--- config.mk ---
export PLATFORM = sky130hd
export DESIGN_NAME = cte
export DESIGN_NICKNAME = d
export VERILOG_FILES = /design/src/rtl/cte.sv
export SDC_FILE = /design/constraint.sdc
export NUM_CORES = 2
export LEC_CHECK = 0
export ABC_AREA = 1
export CAP_MARGIN = 20
export CORE_MARGIN = 3
export CORE_UTILIZATION = 55
export CTS_CLUSTER_SIZE = 40
export DETAILED_ROUTE_END_ITERATION = 12
export HOLD_SLACK_MARGIN = 0.03
export PLACE_DENSITY = 0.72
export SLEW_MARGIN = 20
export SYNTH_ARGS = -nofsm -noshare
export SYNTH_HDL_FRONTEND = slang
export SYNTH_SLANG_ARGS = --single-unit
--- constraint.sdc ---
create_clock -name clk -period 16 [get_ports clk]
set_input_delay 3.2 -clock clk [delete_from_list [all_inputs] [get_ports clk]]
set_output_delay 3.2 -clock clk [all_outputs]
set_load 0.005 [all_outputs]
--- src/rtl/cte.sv ---
// Colour transform engine: converts a packed U Y V Y byte stream (4:2:2)
// into 24-bit RGB pixels (op_mode=0), or 24-bit RGB pixels into a
// U Y V Y byte stream (op_mode=1).
//
// Handshake: a word on yuv_in/rgb_in is taken on a rising edge where
// in_en=1 and busy=0; otherwise the source must hold it. out_valid is a
// single-cycle strobe qualifying rgb_out (op_mode=0) or yuv_out (op_mode=1);
// there is no back-pressure on the output side.
//
// Arithmetic is exact: every channel is formed as 1000 x (exact value),
// biased by +500 and floor-divided by 1000 (round half toward +inf), then
// clamped. No fixed-point approximation is involved.
module cte (
   input  logic        clk,
   input  logic        reset,
   input  logic        op_mode,
   input  logic        in_en,
   input  logic [7:0]  yuv_in,
   input  logic [23:0] rgb_in,
   output logic        busy,
   output logic        out_valid,
   output logic [23:0] rgb_out,
   output logic [7:0]  yuv_out
);

   // Emission sequencer for the even pixel in RGB->YUV mode. U leaves on
   // the accept edge; Y and V follow on the next two edges.
   typedef enum logic [1:0] {
      EMIT_IDLE = 2'd0,
      EMIT_Y    = 2'd1,
      EMIT_V    = 2'd2
   } emit_t;

   emit_t       emit_q;
   logic [1:0]  phase_q;     // position in the U0 Y0 V0 Y1 group
   logic        mode_q;      // op_mode seen on the previous edge
   logic [7:0]  u_q;         // YUV->RGB: captured U0
   logic [7:0]  y_q;         // YUV->RGB: captured Y0
   logic [7:0]  v_q;         // YUV->RGB: captured V0
   logic [7:0]  pend_y_q;    // RGB->YUV: Y of the even pixel awaiting emission
   logic [7:0]  pend_v_q;    // RGB->YUV: V of the even pixel awaiting emission

   logic        accept;
   logic        mode_change;
   logic [1:0]  cur_phase;
   logic [7:0]  pix_y;
   logic [7:0]  pix_v;
   logic [23:0] rgb_calc;
   logic [23:0] yuv_calc;    // {Y, U, V}

   // ------------------------------------------------------------------
   // Arithmetic helpers (all values carried as signed 21-bit integers)
   // ------------------------------------------------------------------
   function automatic logic signed [20:0] zext(input logic [7:0] b);
      return {13'd0, b};
   endfunction

   function automatic logic signed [20:0] sext(input logic [7:0] b);
      return {{13{b[7]}}, b};
   endfunction

   // milli = 1000 x exact value; round half up and clamp to 0..255
   function automatic logic [7:0] round_u8(input logic signed [20:0] milli);
      logic signed [20:0] biased;
      logic [20:0]        q;
      biased = milli + 21'sd500;
      if (biased[20]) begin
         return 8'h00;
      end
      q = $unsigned(biased) / 21'd1000;
      if (q > 21'd255) begin
         return 8'hFF;
      end
      return q[7:0];
   endfunction

   // milli = 1000 x exact value; round half up and clamp to -128..127.
   // The +128000 offset keeps the dividend non-negative so that unsigned
   // division equals floor division.
   function automatic logic [7:0] round_s8(input logic signed [20:0] milli);
      logic signed [20:0] biased;
      logic [20:0]        q;
      biased = milli + 21'sd500 + 21'sd128000;
      if (biased[20]) begin
         return 8'h80;
      end
      q = $unsigned(biased) / 21'd1000;
      if (q > 21'd255) begin
         return 8'h7F;
      end
      return q[7:0] ^ 8'h80;
   endfunction

   function automatic logic [23:0] yuv2rgb(input logic [7:0] u,
                                           input logic [7:0] y,
                                           input logic [7:0] v);
      logic signed [20:0] ys, us, vs;
      logic [7:0]         r, g, b;
      ys = zext(y);
      us = sext(u);
      vs = sext(v);
      r  = round_u8(21'sd1000 * ys + 21'sd1402 * vs);
      g  = round_u8(21'sd1000 * ys - 21'sd344 * us - 21'sd714 * vs);
      b  = round_u8(21'sd1000 * ys + 21'sd1772 * us);
      return {r, g, b};
   endfunction

   function automatic logic [23:0] rgb2yuv(input logic [23:0] p);
      logic signed [20:0] rs, gs, bs;
      logic [7:0]         y, u, v;
      rs = zext(p[23:16]);
      gs = zext(p[15:8]);
      bs = zext(p[7:0]);
      y  = round_u8(21'sd299 * rs + 21'sd587 * gs + 21'sd114 * bs);
      u  = round_s8(21'sd500 * bs - 21'sd169 * rs - 21'sd331 * gs);
      v  = round_s8(21'sd500 * rs - 21'sd419 * gs - 21'sd81 * bs);
      return {y, u, v};
   endfunction

   // Accept qualification, effective phase and converter operand selection
   always_comb begin
      accept      = in_en & ~busy;
      mode_change = (op_mode != mode_q);
      cur_phase   = mode_change ? 2'd0 : phase_q;
      pix_y       = (cur_phase == 2'd3) ? yuv_in : y_q;
      pix_v       = (cur_phase == 2'd2) ? yuv_in : v_q;
      rgb_calc    = yuv2rgb(u_q, pix_y, pix_v);
      yuv_calc    = rgb2yuv(rgb_in);
   end

   // Phase tracking, operand capture, emission sequencing and registered outputs
   always_ff @(posedge clk or negedge reset) begin
      if (!reset) begin
         emit_q    <= EMIT_IDLE;
         phase_q   <= 2'd0;
         mode_q    <= 1'b0;
         u_q       <= 8'h00;
         y_q       <= 8'h00;
         v_q       <= 8'h00;
         pend_y_q  <= 8'h00;
         pend_v_q  <= 8'h00;
         busy      <= 1'b0;
         out_valid <= 1'b0;
         rgb_out   <= 24'h000000;
         yuv_out   <= 8'h00;
      end else begin
         mode_q    <= op_mode;
         out_valid <= 1'b0;

         // A mode switch abandons any partially collected group
         if (mode_change) begin
            phase_q <= 2'd0;
         end

         // Already scheduled bytes always drain, even across a mode switch;
         // busy stays high meanwhile so no new input can collide with them.
         case (emit_q)
            EMIT_Y: begin
               yuv_out   <= pend_y_q;
               out_valid <= 1'b1;
               emit_q    <= EMIT_V;
            end
            EMIT_V: begin
               yuv_out   <= pend_v_q;
               out_valid <= 1'b1;
               busy      <= 1'b0;
               emit_q    <= EMIT_IDLE;
            end
            default: begin
            end
         endcase

         if (accept) begin
            if (!op_mode) begin
               // YUV->RGB: a pixel leaves with V0 and again with Y1
               case (cur_phase)
                  2'd0: u_q <= yuv_in;
                  2'd1: y_q <= yuv_in;
                  2'd2: begin
                     v_q       <= yuv_in;
                     rgb_out   <= rgb_calc;
                     out_valid <= 1'b1;
                  end
                  default: begin
                     rgb_out   <= rgb_calc;
                     out_valid <= 1'b1;
                  end
               endcase
               phase_q <= cur_phase + 2'd1;
            end else if (cur_phase == 2'd0) begin
               // RGB->YUV even pixel: it supplies U0, Y0 and V0 of the group
               yuv_out   <= yuv_calc[15:8];
               out_valid <= 1'b1;
               pend_y_q  <= yuv_calc[23:16];
               pend_v_q  <= yuv_calc[7:0];
               busy      <= 1'b1;
               emit_q    <= EMIT_Y;
               phase_q   <= 2'd3;
            end else begin
               // RGB->YUV odd pixel: only Y1 is sent
               yuv_out   <= yuv_calc[23:16];
               out_valid <= 1'b1;
               phase_q   <= 2'd0;
            end
         end
      end
   end

endmodule

After elaboration in Yosys (flattened, before gate mapping)
Index checks and enable logic that the tools add are counted.

Latch bits: 0. RAM bits: 0. Memories kept: 0. Register bits: 79. Input bits: 36. Bits in read-only memories: 0.

Multipliers: 14. Bitwise operators: 6. Mux-type cells: 64. Reductions and logical operators: 8. Div/mod/pow operators: 6. Shift operators: 0. $add $sub $neg: 19. Eq/ne operators: 6. $lt $le $gt $ge: 6.

Operator list (number): 2-to-1 mux 8 bit (29); divider 21 x 10 -> 21 bit (second input constant) (6); > comparator 21 x 8 -> 1 bit (second input constant) (6); multiplier 7 x 8 -> 15 bit (first input constant) (5); adder 21 x 10 -> 21 bit (second input constant) (3); multiplier 10 x 8 -> 18 bit (first input constant) (3); multiplier 9 x 8 -> 17 bit (first input constant) (3); adder 19 x 20 -> 21 bit (2); adder 20 x 18 -> 21 bit (second input constant) (2); adder 19 x 10 -> 20 bit (second input constant) (2); 2-to-1 mux 1 bit (26); adder 20 x 9 -> 21 bit (second input constant) (1); subtractor 20 x 19 -> 21 bit (1); adder 19 x 15 -> 20 bit (1); subtractor 19 x 18 -> 20 bit (1); adder 17 x 18 -> 19 bit (1); multiplier 11 x 8 -> 19 bit (first input constant) (1); subtractor 18 x 16 -> 19 bit (1); subtractor 18 x 18 -> 19 bit (1); subtractor 17 x 16 -> 18 bit (1); subtractor 17 x 17 -> 18 bit (1); multiplier 8 x 8 -> 16 bit (first input constant) (1); case mux 8 bit (2 select lines) (1); multiplier 6 x 8 -> 14 bit (first input constant) (1); other kinds (12) (29).

Logic depth before layout (Yosys ltp)
Word-level depth: 14. Mapped depth: 108.

Worst setup path before layout
Ideal clock, no wire load.

Path type: input to register. From: in rgb_in[0]. To: reg yuv_out[0]. Stages on the path: 94. Data arrival time: 15.386 ns. Path slack: 0.501 ns. Library setup time: 0.113 ns. Cells stage by stage: fa_1 xor2_1 ha_1 fa_1 inv_1 fa_1 inv_1 ha_1 inv_1 xor2_1 ha_1 fa_1 fa_1 fa_1 inv_1 ha_1 a21oi_1 o21bai_1 (+58 left out) nor2_1 nand2_2 nand2_4 nand2_1 nand2_2 clkinv_2 nand2_1 inv_1 nand2_1 nand3_1 nand2_1 inv_1 nand3_1 nand2_1 nand2_1 nand3_1 nand2_1 inv_1.

Cells in the longest elaborated chain, start to end: 14. Elaborated cells on any way between the ends: 27. Those cells by class: add/sub: 6; mul: 2; div: 2; order compare: 2; mux: 15.

Ends and longest elaborated chain: from (decl) (RTL line 19) `input logic [23:0] rgb_in,`; multiplier 7 x 8 -> 15 bit (RTL line 115) `u = round_s8(21'sd500 * bs - 21'sd169 * rs - 21'sd331 * gs);`; subtractor 17 x 16 -> 18 bit (RTL line 115); subtractor 18 x 18 -> 19 bit (RTL line 115); adder 19 x 10 -> 20 bit (RTL line 83) `biased = milli + 21'sd500 + 21'sd128000;`; adder 20 x 18 -> 21 bit (RTL line 83); divider 21 x 10 -> 21 bit (RTL line 87) `q = $unsigned(biased) / 21'd1000;`; > comparator 21 x 8 -> 1 bit (RTL line 88) `if (q > 21'd255) begin`; 2-to-1 mux 1 bit (RTL line 88); 2-to-1 mux 1 bit (RTL line 87); 2-to-1 mux 8 bit (RTL line 91) `return q[7:0] ^ 8'h80;`; 2-to-1 mux 8 bit (RTL line 87); 2-to-1 mux 8 bit * (RTL line 190) `end else if (cur_phase == 2'd0) begin`; 2-to-1 mux 8 bit * (RTL line 174) `if (!op_mode) begin`; 2-to-1 mux 8 bit * (RTL line 173) `if (accept) begin`; to (signal assigned) (RTL line 164) `yuv_out <= pend_v_q;`; to (signal assigned) (RTL line 192) `yuv_out <= yuv_calc[15:8];`; to (signal assigned) (RTL line 201) `yuv_out <= yuv_calc[23:16];`; to (decl) (RTL line 23) `output logic [7:0] yuv_out`.

Mark *: on every way between the ends. The rest lies on a longest branch, timed or not. The select of a mux whose other input is x is not followed. A chain may end at the register's enable or synchronous reset.

Worst setup path after layout
From: in rgb_in[1]. To: reg yuv_out[0].

Same word-level chain as after synthesis.

==> summary.md <==
| Metric | Value |
|---|---|
| Status | finished, final reports clean |
| CP Data Required Time | 16.34 ns |
| Worst Skew | 0.0218 ns |
| Slowest stage delay, CP | 0.61 ns |
| Grt total ovfl | 0 |
| # H-tree levels | 3 |
| Full die area | 76300 µm² |
| Crit path from | rgb_in[1] |
| Syn Std Cell Area | 40100 µm² |
| Core Region | 71900 µm² |
| Footprint of the multi-input gates | 35500 µm² |
| Clock Path Buffers | 2 |
| Flip-flop and latch area | 1980 µm² |
| CP bufs+invs | 15 |
| Crit-path leading delay family | simple AND/OR/NAND/NOR gates |
| CP max-delay cell | fa_1 |
| Root buf cell | clkbuf_16 |
| Largest fanout on the critical path | 7 |
| Vias in the first global route | 38856 |
| CTS buffer count | 9 |
| Post-Layout Cell Count | 7890 |
| # fillers | 5819 |
| Die Y | 276 µm |
| CTS clock-pin slew for the worst setup and hold paths | 0.08 ns |
| Pin count of the biggest net entering global routing | 56 |
| Max Cap Viol | 0 |
| RSZ-0062 raised after global routing | true |
| Crit. End Element | flop |
| # IOs | 70 |
| Most common cell after layout, fill and taps aside | inv_1 |
| Post-Route Setup TNS | 0 ns |
| Global Route Usage Sum | 0.266 |
| Antenna Cells | 0 |
| Via count | 40817 |
| CP Launch Type | primary input |
| Detail-routed net length per standard cell | 14.0 µm |
| Min Tclk post-route | 15.55 ns |
| Actual slew at the worst max-slew pin | 0.778 ns |
| Final HPWL DP | 90700 µm |
| Most frequent CP cell | nand2_1 |
| Sequential fraction of the synthesis area | 0.0492 |
| Hold Crit Start | rgb_out[11] |
| Syn Inst Count | 5981 |
| Vias per inst | 5.17 |
| Post-CTS Hold Fix Bufs | 0 |
| Initial cell density of the core | 0.559 |
| Netlist cell types | 70 |
| Crit path DAT | 15.89 ns |
| R2r startpoint | mode_q |
| Final Net Count | 7960 |
| Yosys warning total | 0 |
| Setup violators final | 0 |
| Crit path kind | primary input to flop |
| Relative slew slack | 0.480 |
| IO Port Bufs | 69 |
| DRT Pass-1 Iters | 7 |
| WL final | 111000 µm |
| Max Transition Viols Final | 0 |
| Hold Crit Class | flop to flop |
| Clock Sinks | 79 |
| Most frequent cells in the layout | 1227 x inv_1, 1208 x nand2_1, 872 x buf_4 |
| Layout cells sized above 1 | 0.262 |
| Fmax | 0.0643 GHz |
| Final period util | 0.972 |
| DRC violations left | 0 |
| TritonCTS clock tree | built |
| Post-route antenna net violation count | 0 |
| Initial antenna violation count | 0 |
| Placed instance count | 7789 |
| Synth Net Count | 7006 |
| Syn Area/Cell | 6.71 µm² |
| Final Wtd Congestion | 0.927 |
| Register bit total from synthesis | 79 |
| Number of DRC markers in iteration 0 | 1903 |
| Skew-Pair Late Insertion Delay | 0.41 ns |
| Final Hold Viols | 0 |
| First-pass GRT wire length | 174000 µm |
| Std cell rows | 98 |
| Layout area overhead | 28.3% |
| Die width | 276 µm |
## synthesized netlist by cell type (all sizes together)
| cell | n | area share |
|---|---|---|
| a22oi | 1 | 0.00019 |
| o221ai | 5 | 0.0011 |
| o21a | 3 | 0.00056 |
| o31ai | 7 | 0.0013 |
| nor4 | 1 | 0.00016 |
| o21bai | 45 | 0.0086 |
| o211ai | 21 | 0.0041 |
| clkbuf | 9 | 0.0011 |
| a21o | 23 | 0.0043 |
| dlygate4sd1 | 1 | 0.00022 |
| a21oi | 264 | 0.034 |
| dfrtp | 79 | 0.049 |
| a31o | 2 | 0.00044 |
| inv | 1335 | 0.12 |
| nand3 | 482 | 0.067 |
| nor3b | 2 | 0.00037 |
| a31oi | 13 | 0.0022 |
| xnor2 | 77 | 0.017 |
| nor3 | 27 | 0.0039 |
| and2 | 18 | 0.0030 |
| fa | 277 | 0.14 |
| nand4 | 43 | 0.0072 |
| nand3b | 37 | 0.0069 |
| or2 | 10 | 0.0016 |
| a211oi | 4 | 0.00075 |
| nor2 | 375 | 0.040 |
| o22ai | 1 | 0.00016 |
| nand2b | 1 | 0.00022 |
| nand2 | 1562 | 0.17 |
| a221oi | 2 | 0.00044 |
| buf | 3 | 0.00075 |
| ha | 712 | 0.22 |
| clkinv | 8 | 0.00087 |
| o21ai | 294 | 0.039 |
| o2111ai | 5 | 0.0012 |
| xor2 | 221 | 0.048 |
| a21boi | 11 | 0.0024 |
## cell type report
| cell class | count | share of cell area |
|---|---|---|
| Multi-Input combinational cell | 4546 | 0.690 |
| Timing Repair Buffer | 956 | 0.145 |
| Inverter | 1343 | 0.0982 |
| Sequential cell | 79 | 0.0384 |
| Tap cell | 950 | 0.0231 |
| Clock buffer | 9 | 0.00437 |
| Clock inverter | 7 | 0.00119 |
## timing repair
| item | in CTS | in global routing |
|---|---|---|
| buffers inserted | 8 | 77 |
| endpoints found under the setup margin | 9 | 20 |
| gates resized for setup | 49 | 624 |
| pin swaps | 38 | 327 |
## worst register-to-register path: cells and delay by family, from the launching register on
| kind | cells | cell delay [ns] |
|---|---|---|
| DFF | 1 | 0.37 |
| buffers and inverters | 18 | 1.85 |
| AOI/OAI and AO/OA | 12 | 1.87 |
| xor gates and xnor gates | 3 | 0.60 |
| and+or+nand+nor | 56 | 4.77 |
| adders and majority gates | 9 | 3.35 |
## stage by stage
step	util	setup slack, ns	cell area, µm²	hold WS [ns]
3_3_place_gp	0.668	-0.462	48000	0.461
5_1_grt	0.717	-0.450	51500	0.498
2_1_floorplan	-	0.501	40100	0.448
4_1_cts	0.675	0.0117	48500	0.485
3_5_place_dp	0.668	-0.812	48000	0.464
6_report	0.717	0.447	51500	0.481
## path summary, 6_finish.rpt
| check | end | slack [ns] | depth (start not counted) |
|---|---|---|---|
| max reg2reg | rgb_out[8] | 3.19 | 98 |
| max in group asynchronous | pend_v_q[0] | 12.15 | 2 |
| min | rgb_out[11] | 0.48 | 2 |
| min reg2reg | rgb_out[11] | 0.48 | 2 |
| min in group asynchronous | rgb_out[8] | 2.73 | 1 |
| max | yuv_out[0] | 0.45 | 94 |
## layer usage
metal,share of wire,track usage
met3,0.029,0.0166
met5,0,0
met2,0.52,0.502
met1,0.42,0.322
met4,0.035,0.0815
## registers in the layout, summed over array words and instances (netlist names), 8 cells and up
signal    cells
y_q           8
yuv_out       8
pend_y_q      8
rgb_out      24
v_q           8
pend_v_q      8
u_q           8
## cells by family (layout without fill, tap and decap cells)
family                   Yosys count  count (layout)  synth area share
AO/OA/AOI/OAI                    701             701             0.101
XOR/XNOR                         298             298            0.0654
adder cells (fa/ha/maj)          989             989             0.360
buffers and inverters           1356            2315             0.128
flip-flops                        79              79            0.0492
AND/OR/NAND/NOR                 2558            2558             0.296
Power is not shown: default switching activity piles up to over one toggle a cycle in this logic, so the estimate is an artifact.
